## config.mk

```make
export PLATFORM = sky130hd
export DESIGN_NAME = reset_sequencer
export DESIGN_NICKNAME = d
export VERILOG_FILES = /design/src/rtl/rst_seq_pkg.sv /design/src/rtl/debounce.sv /design/src/rtl/reset_sequencer.sv
export SDC_FILE = /design/constraint.sdc
export NUM_CORES = 1
export LEC_CHECK = 0
export CAP_MARGIN = 20
export CORE_ASPECT_RATIO = 1.75
export CORE_UTILIZATION = 24
export DETAILED_ROUTE_END_ITERATION = 8
export MAX_ROUTING_LAYER = met4
export PLACE_DENSITY = 0.44
export SLEW_MARGIN = 20
export SYNTH_ARGS = -nofsm -noshare
export SYNTH_HDL_FRONTEND = slang
export SYNTH_HIERARCHICAL = 1
export SYNTH_SLANG_ARGS = --single-unit
```

## constraint.sdc

```tcl
create_clock -name clock -period 2.3 [get_ports clock]
set_input_delay 0.345 -clock clock [delete_from_list [all_inputs] [get_ports clock]]
set_output_delay 0.345 -clock clock [all_outputs]
set_load 0.02 [all_outputs]
```

## src/rtl/rst_seq_pkg.sv

```systemverilog
// rst_seq_pkg: shared definitions for the reset sequencer.
//   state_t     - sequencer states (ASSERT, HOLD, RELEASE, RUN)
//   cause_t     - cause codes reported on reset_sequencer.cause
//   cnt_width() - counter width helper, never narrower than one bit
package rst_seq_pkg;

    typedef enum logic [1:0] {
        ST_ASSERT  = 2'd0,
        ST_HOLD    = 2'd1,
        ST_RELEASE = 2'd2,
        ST_RUN     = 2'd3
    } state_t;

    typedef enum logic [1:0] {
        CAUSE_RESET = 2'd0,
        CAUSE_LOCK  = 2'd1,
        CAUSE_BTN   = 2'd2,
        CAUSE_SW    = 2'd3
    } cause_t;

    // Width of a counter that must hold values 0..n-1.
    function automatic int unsigned cnt_width(input int unsigned n);
        return (n > 1) ? $clog2(n) : 1;
    endfunction

endpackage

```

## src/rtl/debounce.sv

```systemverilog
// debounce: synchronises an asynchronous active-low pushbutton and emits a
// single-cycle press pulse once it has been low for STABLE_CYCLES samples.
//   clock  - rising-edge clock
//   reset  - synchronous active-high reset
//   btn_n  - asynchronous pushbutton, active low
//   press  - one-cycle pulse per accepted press
module debounce #(
    parameter int unsigned STABLE_CYCLES = 1024
) (
    input  logic clock,
    input  logic reset,
    input  logic btn_n,
    output logic press
);

    localparam int unsigned CNT_W = $clog2(STABLE_CYCLES + 1);

    logic             btn_meta;
    logic             btn_sync;
    logic [CNT_W-1:0] low_cnt;
    // The synchroniser resets to 0 (reads as "pressed"); a press only counts
    // after the button has been seen released at least once.
    logic             armed;

    always_ff @(posedge clock) begin
        if (reset) begin
            btn_meta <= 1'b0;
            btn_sync <= 1'b0;
            low_cnt  <= '0;
            armed    <= 1'b0;
            press    <= 1'b0;
        end else begin
            btn_meta <= btn_n;
            btn_sync <= btn_meta;
            if (btn_sync) begin
                low_cnt <= '0;
                armed   <= 1'b1;
                press   <= 1'b0;
            end else if (armed && (low_cnt != CNT_W'(STABLE_CYCLES))) begin
                // Saturating at STABLE_CYCLES gives exactly one pulse per press.
                low_cnt <= low_cnt + 1'b1;
                press   <= (low_cnt == CNT_W'(STABLE_CYCLES - 1));
            end else begin
                press   <= 1'b0;
            end
        end
    end

endmodule

```

## src/rtl/reset_sequencer.sv

```systemverilog
// reset_sequencer: holds N_RST domain resets asserted until the PLL is locked,
// waits HOLD_CYCLES, then releases the channels one by one STAGGER_CYCLES
// apart. Lock loss, a debounced button press or a software request restart
// the sequence.
//   clock      - rising-edge clock
//   reset      - synchronous active-high block reset
//   pll_locked - asynchronous PLL lock status, active high
//   btn_n      - asynchronous pushbutton, active low
//   sw_req     - synchronous one-cycle software reset request
//   rst_out    - active-high domain resets, bit 0 released first
//   ready      - high when all channels are released
//   cause      - cause of the last sequence (reset/lock/button/software)
module reset_sequencer
    import rst_seq_pkg::*;
#(
    parameter int unsigned N_RST           = 3,
    parameter int unsigned HOLD_CYCLES     = 127,
    parameter int unsigned STAGGER_CYCLES  = 16,
    parameter int unsigned DEBOUNCE_CYCLES = 1024
) (
    input  logic             clock,
    input  logic             reset,
    input  logic             pll_locked,
    input  logic             btn_n,
    input  logic             sw_req,
    output logic [N_RST-1:0] rst_out,
    output logic             ready,
    output logic [1:0]       cause
);

    localparam int unsigned HOLD_W = cnt_width(HOLD_CYCLES);
    localparam int unsigned STAG_W = cnt_width(STAGGER_CYCLES);
    localparam int unsigned IDX_W  = cnt_width(N_RST);

    logic lock_meta;
    logic lock_sync;
    logic btn_press;

    state_t            state_q, state_d;
    cause_t            cause_q, cause_d;
    logic [HOLD_W-1:0] hold_q, hold_d;
    logic [STAG_W-1:0] stag_q, stag_d;
    logic [IDX_W-1:0]  idx_q, idx_d;

    logic lock_lost;
    logic trigger;

    always_ff @(posedge clock) begin
        if (reset) begin
            lock_meta <= 1'b0;
            lock_sync <= 1'b0;
        end else begin
            lock_meta <= pll_locked;
            lock_sync <= lock_meta;
        end
    end

    debounce #(
        .STABLE_CYCLES(DEBOUNCE_CYCLES)
    ) u_debounce (
        .clock(clock),
        .reset(reset),
        .btn_n(btn_n),
        .press(btn_press)
    );

    always_ff @(posedge clock) begin
        if (reset) begin
            state_q <= ST_ASSERT;
            cause_q <= CAUSE_RESET;
            hold_q  <= '0;
            stag_q  <= '0;
            idx_q   <= '0;
        end else begin
            state_q <= state_d;
            cause_q <= cause_d;
            hold_q  <= hold_d;
            stag_q  <= stag_d;
            idx_q   <= idx_d;
        end
    end

    always_comb begin
        state_d   = state_q;
        cause_d   = cause_q;
        hold_d    = hold_q;
        stag_d    = stag_q;
        idx_d     = idx_q;
        lock_lost = !lock_sync && (state_q != ST_ASSERT);
        trigger   = lock_lost || btn_press || sw_req;

        case (state_q)
            ST_ASSERT: begin
                if (lock_sync) begin
                    state_d = ST_HOLD;
                    hold_d  = '0;
                end
            end
            ST_HOLD: begin
                if (hold_q == HOLD_W'(HOLD_CYCLES - 1)) begin
                    state_d = ST_RELEASE;
                    stag_d  = '0;
                    idx_d   = '0;
                end else begin
                    hold_d = hold_q + 1'b1;
                end
            end
            ST_RELEASE: begin
                // idx_q is the highest channel already released; once the
                // last one is down, RUN follows on the next edge.
                if (idx_q == IDX_W'(N_RST - 1)) begin
                    state_d = ST_RUN;
                end else if (stag_q == STAG_W'(STAGGER_CYCLES - 1)) begin
                    stag_d = '0;
                    idx_d  = idx_q + 1'b1;
                end else begin
                    stag_d = stag_q + 1'b1;
                end
            end
            ST_RUN: begin
            end
            default: begin
                state_d = ST_ASSERT;
            end
        endcase

        if (trigger) begin
            state_d = ST_ASSERT;
            hold_d  = '0;
            stag_d  = '0;
            idx_d   = '0;
            if (lock_lost) begin
                cause_d = CAUSE_LOCK;
            end else if (btn_press) begin
                cause_d = CAUSE_BTN;
            end else begin
                cause_d = CAUSE_SW;
            end
        end
    end

    always_comb begin
        rst_out = '1;
        ready   = 1'b0;
        case (state_q)
            ST_RELEASE: begin
                for (int unsigned k = 0; k < N_RST; k++) begin
                    if (IDX_W'(k) <= idx_q) begin
                        rst_out[k] = 1'b0;
                    end
                end
            end
            ST_RUN: begin
                rst_out = '0;
                ready   = 1'b1;
            end
            default: begin
            end
        endcase
    end

    assign cause = cause_q;

endmodule
```

==> results.yml, run 1 <==
outcome:
  status: "finished, final reports clean"
timing:
  skew_ns: 0.009680
  finalCriticalPeriod_ns: 2.106
  finalHoldViolCount: 0
  finalSetupTns_ns: 0
  rsz0062_at_grt: "false"
  drv_slew: 0
  finalSetupViolCount: 0
  slew_headroom: 0.5965
  period_share: 0.9155
  worst_slew_pin_slew_ns: 0.6052
  clock.fmax_ghz: 0.4749
grt:
  grt-ovfl-total: 0
  antenna_found_initial: 0
  grt_pass1_vias: 1688
  grt_max_degree: 13
  grt_pass1_wl_um: 8169
  grt_usage: 0.1393
placed_design:
  place.gp.congestion: 0.7509
  numPortBuffers: 10
  post-dp-hpwl_um: 3658
logic_synthesis:
  synthXorXnorAreaFrac: 0.004651
  synth_edf_count: 0
  synth.distinct_cells: 51
  yosys.area.top_type_share: 0.3615
  synthMuxAreaShare: 0.01595
  synth_seq_cells: 34
  synth_top_family_by_area: "simple AND/OR/NAND/NOR gates"
  seq_area_frac_synth: 0.3615
  syn-num-nets: 237
  syn_avg_cell_area_sq_um: 8.559
  synthAdderAreaFrac: 0.07973
  yosys_warnings: 6
  synthFlopType: "dfxtp_1"
  synth_area_leader_cell: "dfxtp_1"
  yosysMostFrequentCell: "dfxtp_1"
  synthCells: 220
  synthSimpleGateAreaFrac: 0.2831
  synth_area_sq_um: 1883
  synthTopCellsByCount: "dfxtp_1, nor2_1, inv_1, nand3_1"
  synth_compound_area_frac: 0.2073
  async_flop_share: 0
  synthTopCellsByArea: "dfxtp_1, ha_1, nand3_1"
critical_path:
  cp-endpoint: "rst_out[1]"
  crit_buf_inv: 3
  cp.depth: 6
  crit_arrival_ns: 1.76
  r2r_slack_ns: 0.30
  crit_type: "reg2out"
  r2r-end: "stag_q[1]$_SDFFE_PP0P_"
  critPathMaxFanout: 5
  crit-reg2reg-launch: "state_q[0]$_SDFFE_PP0P_"
  crit_start: "state_q[0]$_SDFFE_PP0P_"
  crit_chain: "inv_1, ha_1, inv_1, nor2_1, a21oi_1, dlygate4sd2_1"
  cp-end-kind: "primary output"
  slowest_delay_ns: 0.41
  critPathSlowestCell: "dfxtp_1"
  cp_common_cell: "inv_1"
  r2r_cells: 7
  setup.worst_path.start_class: "flop"
  critical_path_required_ns: 1.96
  critical_path.top_delay_family: "buffers and inverters"
clock_tree:
  cts_tree: "done"
  cts_htree_levels: 2
  cts_buffers: 5
  clk_pin_slew_ns: 0.06
  clockRootBuffer: "clkbuf_16"
  clk_path_buf_depth: 2
  clkSinkCount: 34
  clock_latency_ns: 0.28
routing:
  drcViolationCount: 0
  drt_iter0_markers: 63
  vias: 1669
  viasPerCell: 5.167
  antenna_left: 0
  wirelength_um: 4792
  drt_first_pass_iters: 4
  routedWlPerCell_um: 14.84
floorplanning:
  die_w_um: 68.96
  core_sq_um: 7567
  ios: 11
  fp.dieH_um: 119.2
  row_count: 42
  dieArea_sq_um: 8218
  initial_core_util: 0.2488
final_layout:
  diodes: 0
  layout-drive-gt1-share: 0.09787
  nets: 251
  area_delta_synth_final_pct: 19.80
  utilization: 0.2981
flow_run:
  cap_violations: 0
power:
  power_density_nw_per_um2: 646.5
  leakage_nw: 0.7878
  ir_drop_uv: 432.2
min_path:
  holdCritPathClass: "reg2reg"
## state kept, by name (all words and copies together) (netlist names), 2 cells and up
register and flops:
u_debounce/low_cnt 11, stag_q 4, state_q 2, idx_q 2, cause 2, hold_q 7
## power by group
part / switching (mW) / total, mW / leakage, nW / internal (mW)
clock network: 0.248 / 0.760 / 0.0781 / 0.512
registers: 0.0103 / 0.609 / 0.276 / 0.599
logic: 0.0517 / 0.0895 / 0.434 / 0.0378
total: 0.310 / 1.46 / 0.788 / 1.15
## worst min-delay path by stage
stage	slack [ns]	endpoint	from	depth (start not counted)
floorplan	0.41	lock_sync$_SDFF_PP0_	lock_meta$_SDFF_PP0_	1
global placement	0.42	u_debounce/btn_sync$_SDFF_PP0_	u_debounce/btn_meta$_SDFF_PP0_	1
detailed placement	0.43	lock_sync$_SDFF_PP0_	lock_meta$_SDFF_PP0_	1
CTS	0.44	lock_sync$_SDFF_PP0_	lock_meta$_SDFF_PP0_	1
global route	0.46	u_debounce/btn_sync$_SDFF_PP0_	u_debounce/btn_meta$_SDFF_PP0_	1
finish	0.43	lock_sync$_SDFF_PP0_	lock_meta$_SDFF_PP0_	1
## final cells by class
type                            count  area (sq um)
Timing Repair Buffer               15         137.6
Fill cell                         837          5311
Inverter                           14         52.55
Tap cell                           88         110.1
Sequential cell                    34         680.7
Clock inverter                      1         30.03
Multi-Input combinational cell    164          1112
Clock buffer                        7         132.6
## placed cells by master, fill, tap and decap left out, types with 2 or more instances in the layout
cell type        count
clkbuf_1             2
dfxtp_1             34
nor2b_1              5
a31oi_1              3
buf_4                5
nor3_1               5
or2_2                2
o22ai_1              2
o211ai_1             5
o21a_1               5
nor2_1              17
or4_1                7
or3_1                5
o31ai_1              5
clkbuf_16            5
nand2b_1             2
nor4b_1              4
o2111ai_1            2
o21ai_0             11
inv_1               14
nand2_1              8
nand4_1              6
ha_1                12
a211oi_1             2
clkdlybuf4s50_1      7
dlygate4sd2_1        2
and3_1               2
mux2i_1              3
nand3_1             13
or3b_2               2
and2_1               3
a21oi_1             12
## worst reg2reg max path: cells and delay by family, from the launching register on
family	cells	cell delay, ns
AO/OA/AOI/OAI	2	0.62
buffers and inverters	2	0.27
flip-flops	1	0.41
multiplexers	1	0.23
AND/OR/NAND/NOR	1	0.05
adder cells (fa/ha/maj)	1	0.27
## cells by family (layout without fill, tap and decap cells)
logic type	Yosys count	after routing
fa+ha+maj	12	12
simple gates	90	90
buf+inv	22	37
flops	34	34
xor+xnor	1	1
mux	3	3
compound gates	58	58
## stage by stage
stage          cell area (sq um)  cells  total power [mW]  hold slack [ns]  setup slack [ns]
2_1_floorplan               1883    220            0.6772           0.4138            0.5817
6_report                    2256    323             1.458           0.4349            0.1943
3_5_place_dp                2093    315            0.7124           0.4278            0.2088
3_3_place_gp                2093    315            0.7125           0.4182            0.2231
4_1_cts                     2253    323             1.482           0.4398          0.002909
5_1_grt                     2256    323             1.514           0.4605           0.06769
## layer usage
layer,track usage,wire length [um]
met1,0.1334,1806
met2,0.2524,2792
met5,-,0
met3,0.02874,98
met4,0.06122,95
## repair_timing
item / 4_1_cts / 5_1_grt
resized for setup: 2 / 1
hold buffers: 0 / 0
endpoints found under the setup margin: 2 / 1
setup buffers: 0 / 0
cloned: 0 / 0
hold endpoints to repair: 0 / 0
No activity file was read; power rests on OpenSTA's default activity.
==> inputs of run 2 (changes only) <==
- CTS_BUF_LIST: default -> sky130_fd_sc_hd__clkbuf_4
- REMOVE_ABC_BUFFERS: default -> 1
==> results.yml, run 2 (synthesis results as in run 1) <==
placed_design:
  post-dp-hpwl_um: 3403
  numPortBuffers: 10
  dp.cells: 318
  pre_cts_slack_ns: 0.2508
  place.gp.congestion: 0.7283
timing:
  finalHoldViolCount: 0
  drv_slew: 0
  worst_slew_pin_slew_ns: 0.5019
  rsz0062_at_grt: "false"
  finalSetupTns_ns: 0
  finalSetupViolCount: 0
  slew_headroom: 0.6632
  clock.fmax_ghz: 0.4729
  holdWs_ns: 0.4553
  layout_setup_ws_ns: 0.1852
  finalCriticalPeriod_ns: 2.115
  skew_ns: 0.01257
  period_share: 0.9195
final_layout:
  final_common_cell: "dfxtp_1"
  instances_no_fill: 326
  diodes: 0
  nets: 254
  layout-drive-gt1-share: 0.1050
  fillerInstances: 863
  top_register: "u_debounce/low_cnt"
  largest_registers: "u_debounce/low_cnt x11, hold_q x7, stag_q x4"
  area_delta_synth_final_pct: 14.75
  largest_reg_flops: 11
  final_cell_mix: "dfxtp_1, nor2_1, inv_1"
clock_tree:
  cts_buffers: 5
  clkSinkCount: 34
  clockRootBuffer: "clkbuf_4"
  clk_pin_slew_ns: 0.11
  cts_htree_levels: 2
  clock_latency_ns: 0.34
  cts_tree: "done"
  clk_path_buf_depth: 2
  postCtsSetupRepairBufs: 0
min_path:
  holdCritPathClass: "reg2reg"
  hold_path_startpoint: "lock_meta$_SDFF_PP0_"
power:
  swShare: 0.2607
  p_int_mw: 0.7485
  p_sw_mw: 0.2639
  seq_power_share: 0.599
  p_clk_frac: 0.308
  power_density_nw_per_um2: 468.5
  ir_drop_uv: 231.8
  leakage_nw: 0.7508
  combPwrFrac: 0.093
grt:
  grt_max_degree: 13
  grt-ovfl-total: 0
  grt_pass1_vias: 1652
  grt_usage: 0.1270
  grt_pass1_wl_um: 7693
  antenna_found_initial: 0
floorplanning:
  die_w_um: 68.96
  dieArea_sq_um: 8218
  initial_core_util: 0.2488
  fp.dieH_um: 119.2
  ios: 11
  row_count: 42
  core_sq_um: 7567
routing:
  antenna_left: 0
  wirelength_um: 4484
  routedWlPerCell_um: 13.75
  viasPerCell: 5.092
  vias: 1660
  drcViolationCount: 0
  drt_iter0_markers: 68
  drt_first_pass_iters: 5
critical_path:
  crit_start: "state_q[0]$_SDFFE_PP0P_"
  crit_type: "reg2out"
  critical_path_required_ns: 1.96
  cp-end-kind: "primary output"
  crit_arrival_ns: 1.77
  crit-reg2reg-launch: "state_q[0]$_SDFFE_PP0P_"
  critPathMaxFanout: 5
  setup.worst_path.start_class: "flop"
flow_run:
  cap_violations: 0
outcome:
  status: "finished, final reports clean"
run 2: cell count changes in the layout (fill, tap and decap cells not counted):
cell            delta
buf_4              +3
bufinv_16          -1
clkbuf_1           -2
clkbuf_16          -5
clkbuf_4           +5
clkinv_1           +3
dlygate4sd2_1      +1
dlymetal6s2s_1     -1
run 2: final cells by class:
| cell class | instances | area [sq um] | share of cell area |
|---|---|---|---|
| Clock buffer | 5 | 37.54 | 0.01737 |
| Clock inverter | 3 | 11.26 | 0.005211 |
| Inverter | 14 | 52.55 | 0.02432 |
| Multi-Input combinational cell | 164 | 1112 | 0.5148 |
| Sequential cell | 34 | 680.7 | 0.3150 |
| Tap cell | 88 | 110.1 | 0.05096 |
| Timing Repair Buffer | 18 | 156.4 | 0.07238 |
run 2: final timing paths:
| path | to | slack [ns] | depth (start not counted) |
|---|---|---|---|
| hold / removal | lock_sync$_SDFF_PP0_ | 0.46 | 1 |
| setup reg to reg | state_q[0]$_SDFFE_PP0P_ | 0.43 | 7 |
| hold reg to reg | lock_sync$_SDFF_PP0_ | 0.46 | 1 |
| setup / recovery | rst_out[1] | 0.19 | 6 |
run 2: power groups by stage:
stage / clock network, mW / registers, mW / logic, mW
4_1_cts: 0.331 / 0.608 / 0.0953
2_1_floorplan: 0 / 0.622 / 0.0494
3_5_place_dp: 0 / 0.621 / 0.0950
5_1_grt: 0.362 / 0.609 / 0.104
6_report: 0.312 / 0.607 / 0.0941
3_3_place_gp: 0 / 0.621 / 0.0955
run 2: layer usage:
| layer | global-route usage | vias to the layer above | part of all wire |
|---|---|---|---|
| met2 | 0.2263 | 18 | 0.56 |
| li1 | - | 850 | - |
| met4 | 0.05357 | 0 | 0.023 |
| met5 | - | - | 0 |
| met3 | 0.02586 | 8 | 0.022 |
| met1 | 0.1267 | 784 | 0.39 |
run 2: worst max-delay path: stages, from the launching register on:
cell and delay [ns]:
dfxtp_1 0.42, inv_1 0.09, ha_1 0.27, inv_1 0.15
nor2_1 0.07, a21oi_1 0.10, dlygate4sd2_1 0.34
run 2: metrics by stage:
step,utilization,total power [mW],cell area (sq um)
after floorplan,-,0.6714,1846
after global placement,0.2796,0.7163,2116
after detailed placement,0.2796,0.7160,2116
after CTS,0.2855,1.034,2161
after global routing,0.2855,1.075,2161
final,0.2855,1.012,2161
run 2: what timing repair did:
item                       in CTS  in global routing
setup endpoints to repair       3                  0
gates resized for setup         3                  0
hold buffers                    0                  0
==> inputs of run 3 (changes only) <==
- HOLD_SLACK_MARGIN: default -> 0.1
==> results of run 3 <==
The final DEF is identical to that of run 2; final timing and power are the same.
